File: config.mk
export PLATFORM = sky130hd
export DESIGN_NAME = fabric_reset_ctrl
export DESIGN_NICKNAME = d
export VERILOG_FILES = /design/src/rtl/fabric_reset_pkg.sv /design/src/rtl/fabric_reset_ctrl_sync_bit.sv /design/src/rtl/fabric_reset_ctrl.sv
export SDC_FILE = /design/constraint.sdc
export NUM_CORES = 1
export LEC_CHECK = 0
export CORE_ASPECT_RATIO = 1.1
export CORE_MARGIN = 8
export CORE_UTILIZATION = 40
export DETAILED_ROUTE_END_ITERATION = 10
export GPL_TIMING_DRIVEN = 0
export PLACE_DENSITY = 0.7
export SYNTH_ARGS = -nofsm -noshare
export SYNTH_HDL_FRONTEND = slang
export SYNTH_SLANG_ARGS = --single-unit
export TNS_END_PERCENT = 50
File: constraint.sdc
create_clock -name clk -period 4.2 [get_ports clk]
set_input_delay 0.84 -clock clk [delete_from_list [all_inputs] [get_ports clk]]
set_output_delay 0.84 -clock clk [all_outputs]
set_load 0.05 [all_outputs]
File: src/rtl/fabric_reset_pkg.sv
// fabric_reset_pkg
// Shared types and constants for the fabric reset controller:
//   state_e        - sequencer state encoding (also exported on state_dbg)
//   CAUSE_LOCK/DBG - bit positions inside reset_cause
//   LOSS_COUNT_MAX - saturation ceiling of the lock-loss counter
//   sat_inc()      - saturating increment for the 8-bit loss counter
package fabric_reset_pkg;

  typedef enum logic [2:0] {
    ST_WAIT_LOCK = 3'd0,
    ST_FILTER    = 3'd1,
    ST_FAB_REL   = 3'd2,
    ST_RUN       = 3'd3,
    ST_DBG_HOLD  = 3'd4
  } state_e;

  localparam int CAUSE_LOCK = 0;
  localparam int CAUSE_DBG  = 1;

  localparam logic [7:0] LOSS_COUNT_MAX = 8'd255;

  function automatic logic [7:0] sat_inc(input logic [7:0] value);
    return (value == LOSS_COUNT_MAX) ? value : value + 8'd1;
  endfunction

endpackage

File: src/rtl/fabric_reset_ctrl_sync_bit.sv
// sync_bit
// Multi-flop synchronizer bringing an asynchronous level into the clk domain.
// The chain clears to 0 asynchronously so a held reset always reads "not ready".
// Ports:
//   clk   - destination clock
//   rst_n - asynchronous active-low clear of every stage
//   d     - asynchronous input level
//   q     - synchronized level, STAGES clk edges behind d
module sync_bit #(
  parameter int STAGES = 2
) (
  input  logic clk,
  input  logic rst_n,
  input  logic d,
  output logic q
);

  logic [STAGES-1:0] chain_reg;

  always_ff @(posedge clk or negedge rst_n) begin
    if (!rst_n) begin
      chain_reg <= '0;
    end else begin
      chain_reg <= {chain_reg[STAGES-2:0], d};
    end
  end

  assign q = chain_reg[STAGES-1];

endmodule

File: src/rtl/fabric_reset_ctrl.sv
// fabric_reset_ctrl
// Staged reset sequencer sitting behind the fabric PLL. Waits for a filtered
// PLL lock (qualified by device init-done), releases the fabric reset, then
// the processor core reset a fixed delay later. Lock loss after release pulls
// both resets straight back; the debug module can request a core-only reset.
// Ports:
//   clk            - PLL fabric clock
//   ext_rst_n      - board reset, asynchronous active-low
//   pll_lock       - PLL lock flag, asynchronous
//   init_done      - device init complete, asynchronous
//   debug_rst_req  - single-cycle core reset request (clk domain)
//   cause_clr      - single-cycle clear of reset_cause (clk domain)
//   fabric_reset_n - fabric reset, active-low, registered
//   core_reset_n   - processor reset, active-low, registered
//   lock_lost      - one-cycle pulse when lock drops after release
//   reset_cause    - sticky cause bits: [0] lock loss, [1] debug reset
//   loss_count     - saturating count of lock-loss events
//   state_dbg      - current sequencer state
module fabric_reset_ctrl
  import fabric_reset_pkg::*;
#(
  parameter int SYNC_STAGES        = 2,
  parameter int LOCK_FILTER_CYCLES = 1024,
  parameter int CORE_DELAY_CYCLES  = 16,
  parameter int DBG_HOLD_CYCLES    = 8,
  parameter int CNT_W              = 16
) (
  input  logic       clk,
  input  logic       ext_rst_n,
  input  logic       pll_lock,
  input  logic       init_done,
  input  logic       debug_rst_req,
  input  logic       cause_clr,
  output logic       fabric_reset_n,
  output logic       core_reset_n,
  output logic       lock_lost,
  output logic [1:0] reset_cause,
  output logic [7:0] loss_count,
  output logic [2:0] state_dbg
);

  localparam logic [CNT_W-1:0] LOCK_TGT = CNT_W'(LOCK_FILTER_CYCLES);
  localparam logic [CNT_W-1:0] CORE_TGT = CNT_W'(CORE_DELAY_CYCLES);
  localparam logic [CNT_W-1:0] DBG_TGT  = CNT_W'(DBG_HOLD_CYCLES);
  localparam logic [CNT_W-1:0] CNT_ONE  = CNT_W'(1);

  logic lock_s;
  logic init_s;
  logic ok;

  sync_bit #(.STAGES(SYNC_STAGES)) u_sync_lock (
    .clk   (clk),
    .rst_n (ext_rst_n),
    .d     (pll_lock),
    .q     (lock_s)
  );

  sync_bit #(.STAGES(SYNC_STAGES)) u_sync_init (
    .clk   (clk),
    .rst_n (ext_rst_n),
    .d     (init_done),
    .q     (init_s)
  );

  assign ok = lock_s & init_s;

  state_e           state_reg,  state_next;
  logic [CNT_W-1:0] cnt_reg,    cnt_next;
  logic             fabric_reg, fabric_next;
  logic             core_reg,   core_next;
  logic             lost_reg,   lost_next;
  logic [1:0]       cause_reg,  cause_next;
  logic [7:0]       loss_reg,   loss_next;
  logic             lock_loss;

  // Loss of ok only counts once the fabric has been released; dropping out
  // of the filter is just an unfinished lock attempt.
  assign lock_loss = !ok && (state_reg == ST_FAB_REL || state_reg == ST_RUN ||
                             state_reg == ST_DBG_HOLD);

  always_ff @(posedge clk or negedge ext_rst_n) begin
    if (!ext_rst_n) begin
      state_reg  <= ST_WAIT_LOCK;
      cnt_reg    <= '0;
      fabric_reg <= 1'b0;
      core_reg   <= 1'b0;
      lost_reg   <= 1'b0;
      cause_reg  <= 2'b00;
      loss_reg   <= 8'd0;
    end else begin
      state_reg  <= state_next;
      cnt_reg    <= cnt_next;
      fabric_reg <= fabric_next;
      core_reg   <= core_next;
      lost_reg   <= lost_next;
      cause_reg  <= cause_next;
      loss_reg   <= loss_next;
    end
  end

  always_comb begin
    state_next  = state_reg;
    cnt_next    = cnt_reg;
    fabric_next = fabric_reg;
    core_next   = core_reg;
    lost_next   = 1'b0;
    loss_next   = loss_reg;
    // Clear first so a cause set later in this block wins over cause_clr.
    cause_next  = cause_clr ? 2'b00 : cause_reg;

    if (lock_loss) begin
      state_next             = ST_WAIT_LOCK;
      cnt_next               = '0;
      fabric_next            = 1'b0;
      core_next              = 1'b0;
      lost_next              = 1'b1;
      cause_next[CAUSE_LOCK] = 1'b1;
      loss_next              = sat_inc(loss_reg);
    end else begin
      case (state_reg)
        ST_WAIT_LOCK: begin
          fabric_next = 1'b0;
          core_next   = 1'b0;
          cnt_next    = '0;
          if (ok) begin
            state_next = ST_FILTER;
            cnt_next   = CNT_ONE;
          end
        end
        ST_FILTER: begin
          fabric_next = 1'b0;
          core_next   = 1'b0;
          if (!ok) begin
            // Any glitch throws away the accumulated lock time.
            state_next = ST_WAIT_LOCK;
            cnt_next   = '0;
          end else if (cnt_reg == LOCK_TGT) begin
            state_next  = ST_FAB_REL;
            fabric_next = 1'b1;
            cnt_next    = CNT_ONE;
          end else begin
            cnt_next = cnt_reg + CNT_ONE;
          end
        end
        ST_FAB_REL: begin
          fabric_next = 1'b1;
          core_next   = 1'b0;
          if (cnt_reg == CORE_TGT) begin
            state_next = ST_RUN;
            core_next  = 1'b1;
          end else begin
            cnt_next = cnt_reg + CNT_ONE;
          end
        end
        ST_RUN: begin
          fabric_next = 1'b1;
          core_next   = 1'b1;
          if (debug_rst_req) begin
            state_next            = ST_DBG_HOLD;
            core_next             = 1'b0;
            cnt_next              = CNT_ONE;
            cause_next[CAUSE_DBG] = 1'b1;
          end
        end
        ST_DBG_HOLD: begin
          // Requests arriving here are dropped; the hold is not restarted.
          fabric_next = 1'b1;
          core_next   = 1'b0;
          if (cnt_reg == DBG_TGT) begin
            state_next = ST_RUN;
            core_next  = 1'b1;
          end else begin
            cnt_next = cnt_reg + CNT_ONE;
          end
        end
        default: begin
          state_next  = ST_WAIT_LOCK;
          cnt_next    = '0;
          fabric_next = 1'b0;
          core_next   = 1'b0;
        end
      endcase
    end
  end

  assign fabric_reset_n = fabric_reg;
  assign core_reset_n   = core_reg;
  assign lock_lost      = lost_reg;
  assign reset_cause    = cause_reg;
  assign loss_count     = loss_reg;
  assign state_dbg      = state_reg;

endmodule
==> impl_metrics.toml, run 1 <==
[placed_design]
dpl_worst_slack_ns = 1.636
dpl_cell_area_sq_mm = 0.002325
gp_congestion = 0.8337
placed_wire_length_estimate_mm = 3.226
numPortBuffers = 21

[timing]
post-route-period-util = 0.5951
setup_viol = 0
tns_ns = 0
slew-limit-headroom = 0.4770
final.setup_skew_ns = 0.001930
number_of_max_slew_violations_in_the_final_report = 0
finalWorstPathRequiredPeriod_ns = 2.499
slew_worst_pin_ns = 0.7846
hold_viol = 0
post-route-worst-setup-slack_ns = 1.701
rsz_0062_raised_after_global_routing = "no"
max_clock_freq_mhz = 400.1

[worst_setup_path]
path_cells = "clkdlybuf4s50_1"
path_buf_inv = 1
crit_type = "reg -> out"
timing.critical_path.slowest_cell_delay_ns = 0.87
rrSetupSlack_ns = 1.90
r2r_start = "cnt_reg[0]"
arrival_ns = 1.66
setup.worst_path.end_class = "output port"
cpMaxStageDelayCell = "sky130_fd_sc_hd__clkdlybuf4s50_1"
critPathTopFamily = "buffers and inverters"
top_fanout_value_on_the_critical_path = 10
worstReg2RegEnd = "cnt_reg[7]"
worst-endpoint-required_ns = 3.36
worst_setup_path_start_kind = "flip-flop"
register_to_register_path_depth = 8

[cts]
clock_sinks = 36
cts_inserted_buffers = 5
cts.clk_slew.worst_paths_ns = 0.07
cts_hold_repair.buffers = 0
clk_root_buffer_cell = "sky130_fd_sc_hd__clkbuf_8"
tritoncts = "done"
cts_resized = 0
htree_num_levels = 2
post-cts-setup-buffer-count = 0
cts_max_path_buffers = 2
worst_skew_pair.late_latency_ns = 0.28

[routing]
wire_per_inst_um = 15.86
antenna_left = 0
drt-pass1-iter-count = 4
drt_first_iter_violations = 110
drc = 0
viasPerCell = 5.740
detail_route.wirelength_mm = 4.458
vias = 1613

[power]
power_after_layout_uw = 649.5
power_per_cell_area_mw_per_mm2 = 268.3
power.leakage_nw = 0.9715
ir_drop_mv = 0.2098

[global_route]
antenna_found_initial = 0
grt-ovfl-total = 0
grt_use_total = 0.1203
first_global_vias = 1649
grt_start_max_net_pins = 37
grt_pass1_wl_mm = 7.686

[synthesis]
synth_warnings = 0
synth_area_sq_mm = 0.002047
ys_top_cells_by_area = "sky130_fd_sc_hd__dfrtp_1, sky130_fd_sc_hd__xnor2_1, sky130_fd_sc_hd__nor2_1"
synth-seq-area-share = 0.4401
synth_top_cell_by_area = "sky130_fd_sc_hd__dfrtp_1"
synthFlopType = "sky130_fd_sc_hd__dfrtp_1"
number_of_enable_type_register_cells_in_the_synthesized_netlist = 0
synth.ff_latch_count = 36
synthesis.area_per_instance_sq_um = 10.50
synth-async-reset-ratio = 1.000
yosys.cell_count.top_type = "sky130_fd_sc_hd__dfrtp_1"
synth_common_cells = "sky130_fd_sc_hd__dfrtp_1, sky130_fd_sc_hd__nor2_1, sky130_fd_sc_hd__nand2_1"
post_synth_top_area_share = 0.4401
netlist-cell-type-count = 58
synth_cells = 195
syn_nets = 204

[finish]
num-fill-cells = 460
drive_above_1_share = 0.1704
final_design_area_no_fill_sq_mm = 0.002421
final_util = 0.4875
largest_register_ffs = 16
areaGrowthSynthToFinish_pct = 18.28
antenna_cells = 0
nets = 232

[floorplan]
floorplan.initialDensity = 0.4122
die_x_um = 84.21
die_area_sq_mm = 0.007665
design.core.area_sq_mm = 0.004966
rows = 27
die_height_um = 91.03
top_level_ports = 22

[flow_run]
maxCapViolCount = 0

[run_status]
run_status = "complete, no violations"

[hold_path]
hold_class = "reg -> reg"
worst_hold_path.endpoint = "u_sync_lock.chain_reg[1]"
holdCritStartpoint = "u_sync_lock.chain_reg[0]"
number_of_cells_on_the_worst_hold_path = 0
metal layers:
layer,part of all wire,vias up,global-route usage
li1,-,773,-
met2,0.48,38,0.1872
met1,0.46,796,0.1493
met5,0,-,0
met4,0.015,0,0.04899
met3,0.043,6,0.03932
cell families (layout without fill, tap and decap cells):
logic type | count (synthesis) | count (layout) | synth area share
xor gates and xnor gates | 12 | 12 | 0.05134
and+or+nand+nor | 84 | 84 | 0.2659
buffers and inverters | 14 | 42 | 0.03056
muxes | 2 | 2 | 0.01283
DFF | 36 | 36 | 0.4401
AOI/OAI and AO/OA | 44 | 44 | 0.1809
adders and majority gates | 3 | 3 | 0.01834
worst max-delay path by stage:
stage	cells after the start	from	endpoint	slack [ns]
floorplan	5	state_dbg[1]	cnt_reg[0]	2.21
global placement	1	ext_rst_n	cnt_reg[0]	1.46
global route	1	state_dbg[1]	state_dbg[1]	1.64
detailed placement	6	debug_rst_req	cnt_reg[0]	1.64
finish	1	state_dbg[1]	state_dbg[1]	1.70
CTS	1	state_dbg[1]	state_dbg[1]	1.68
placed cells by master (no fill, tap or decap), drive strengths merged, types with 4 or more instances in the layout:
| cell | Yosys | routed |
|---|---|---|
| clkbuf | 1 | 8 |
| dfrtp | 36 | 36 |
| nand3 | 8 | 8 |
| nor4 | 7 | 7 |
| buf | 3 | 4 |
| clkdlybuf4s50 | 0 | 20 |
| o21ai | 10 | 10 |
| xnor2 | 11 | 11 |
| nor3 | 4 | 4 |
| and3 | 8 | 8 |
| inv | 10 | 10 |
| nand2 | 13 | 13 |
| a21oi | 6 | 6 |
| nand4 | 7 | 7 |
| nor2 | 15 | 15 |
| o22ai | 7 | 7 |
area by class of cell:
| cell class | instances | area, sq um | share of cell area |
|---|---|---|---|
| inverters | 10 | 37.54 | 0.01550 |
| well taps | 58 | 72.57 | 0.02997 |
| clock buffers | 7 | 96.34 | 0.03979 |
| multi-input cells | 145 | 1084 | 0.4475 |
| repair buffers | 21 | 205.2 | 0.08475 |
| plain buffers | 4 | 25.02 | 0.01034 |
| flip-flops and latches | 36 | 900.9 | 0.3721 |
power by group:
| part | internal [mW] | leakage (nW) | total [mW] | switching, mW |
|---|---|---|---|---|
| Clock | 0.146 | 0.0503 | 0.263 | 0.117 |
| Combinational | 0.0124 | 0.429 | 0.0352 | 0.0228 |
| Sequential | 0.350 | 0.492 | 0.351 | 0.00165 |
through the flow:
stage	instances	hold WS, ns
final	281	0.3584
after global routing	281	0.3752
after CTS	281	0.3640
after detailed placement	274	0.3380
after global placement	274	0.3400
after floorplan	195	0.3312
No activity file was read; power rests on OpenSTA's default activity.
==> inputs of run 2 (changes only) <==
- PLACE_DENSITY: 0.7 -> 0.72
- clock period: 4.2 -> 2.2 ns (I/O delays scaled with it)
==> impl_metrics.toml, run 2 (synthesized netlist as in run 1, its figures left out) <==
[power]
power_after_layout_mw = 1.259
power.leakage_nw = 0.9757
power_per_cell_area_mw_per_mm2 = 515.7
ir_drop_mv = 0.3279

[floorplan]
die_height_um = 91.03
design.core.area_sq_mm = 0.004966
floorplan.initialDensity = 0.4122
rows = 27
die_area_sq_mm = 0.007665
die_x_um = 84.21
top_level_ports = 22

[worst_setup_path]
rrSetupSlack_ns = 0.14
top_fanout_value_on_the_critical_path = 10
critPathTopFamily = "buffers and inverters"
arrival_ns = 1.67
setup.worst_path.end_class = "output port"
worstReg2RegEnd = "cnt_reg[0]"
path_buf_inv = 1
timing.critical_path.slowest_cell_delay_ns = 0.87
r2r_start = "cnt_reg[0]"
timing.critical_path.depth = 1
path_cells = "clkdlybuf4s50_1"
crit_type = "reg -> out"
register_to_register_path_depth = 7
cpMaxStageDelayCell = "sky130_fd_sc_hd__clkdlybuf4s50_1"
worst-endpoint-required_ns = 1.76
worst_setup_path_start_kind = "flip-flop"

[routing]
detail_route.wirelength_mm = 4.543
drc = 0
antenna_left = 0
drt-pass1-iter-count = 4
vias = 1589
drt_first_iter_violations = 109
viasPerCell = 5.655
wire_per_inst_um = 16.17

[placed_design]
placed_wire_length_estimate_mm = 3.227
cell_count_after_placement = 274
gp_congestion = 0.8928
numPortBuffers = 21

[run_status]
run_status = "complete, no violations"

[global_route]
first_global_vias = 1622
grt-ovfl-total = 0
grt_start_max_net_pins = 37
grt_pass1_wl_mm = 7.872
grt_use_total = 0.1229
antenna_found_initial = 0

[cts]
cts.clk_slew.worst_paths_ns = 0.08
clock_sinks = 36
cts_max_path_buffers = 2
htree_num_levels = 2
cts_hold_repair.buffers = 0
clk_root_buffer_cell = "sky130_fd_sc_hd__clkbuf_8"
cts_inserted_buffers = 5
worst_skew_pair.late_latency_ns = 0.30
tritoncts = "done"

[finish]
area_occupied_by_multi_input_gates_sq_mm = 0.001099
seq_area_sq_um = 902.1
num-fill-cells = 435
final_util = 0.4916
nets = 232
antenna_cells = 0
mostFrequentLayoutCell = "sky130_fd_sc_hd__dfrtp_1"
largest_register_ffs = 16
areaGrowthSynthToFinish_pct = 19.25
final_cell_count_without_fillers = 281
drive_above_1_share = 0.1794
layout_common_cells = "sky130_fd_sc_hd__dfrtp_1, sky130_fd_sc_hd__clkdlybuf4s50_1, sky130_fd_sc_hd__nor2_1"

[timing]
max_clock_freq_mhz = 473.5
number_of_max_slew_violations_in_the_final_report = 0
slew_worst_pin_ns = 0.8006
tns_ns = 0
final.setup_skew_ns = 0.01022
rsz_0062_raised_after_global_routing = "no"
hold_viol = 0
finalWorstPathRequiredPeriod_ns = 2.112
slew-limit-headroom = 0.4663
post-route-period-util = 0.9600
setup_viol = 0

[hold_path]
hold_class = "in -> async"

[flow_run]
maxCapViolCount = 0
==> run 2: metrics by stage <==
step	worst slack, ns	cell area, sq um	hold WS (ns)
after floorplan	0.2099	2047	0.1444
after global placement	-0.1329	2330	0.3366
after detailed placement	-0.09439	2325	0.3418
after CTS	0.06930	2432	0.2646
after global routing	0.01879	2441	0.3091
final	0.08797	2441	0.2311
==> run 2: layout make-up <==
type | instances | area share
flip-flops and latches | 36 | 0.3696
inverters | 10 | 0.01538
plain buffers | 3 | 0.008713
well taps | 58 | 0.02973
repair buffers | 22 | 0.08713
multi-input cells | 145 | 0.4500
clock buffers | 7 | 0.03947
==> run 2: how the worst max path moves through the flow <==
stage	end	startpoint
2_1_floorplan	cnt_reg[0]	state_dbg[1]
4_1_cts	cnt_reg[0]	cnt_reg[0]
3_3_place_gp	fabric_reset_n	ext_rst_n
3_5_place_dp	cnt_reg[7]	cnt_reg[0]
6_report	state_dbg[1]	state_dbg[1]
5_1_grt	cnt_reg[0]	cnt_reg[0]
==> run 2: routing by layer <==
metal / GRT usage / wire (um) / vias to the layer above
met5: 0 / 0 / -
met4: 0.04755 / 72 / 0
met3: 0.03575 / 228 / 9
met2: 0.1936 / 2123 / 43
met1: 0.1541 / 2119 / 756
li1: - / - / 781
==> run 2: timing repair <==
action / CTS / global route
gates resized for setup: 1 / 2
setup endpoints to repair: 11 / 9
pin swaps: 0 / 2
buffers inserted: 1 / 0
==> run 2: report_power, final <==
group	leakage (nW)	internal (mW)	switching, mW
clock	0.0503	0.279	0.240
combinational	0.435	0.0252	0.0416
sequential	0.490	0.668	0.00535
total	0.976	0.972	0.287
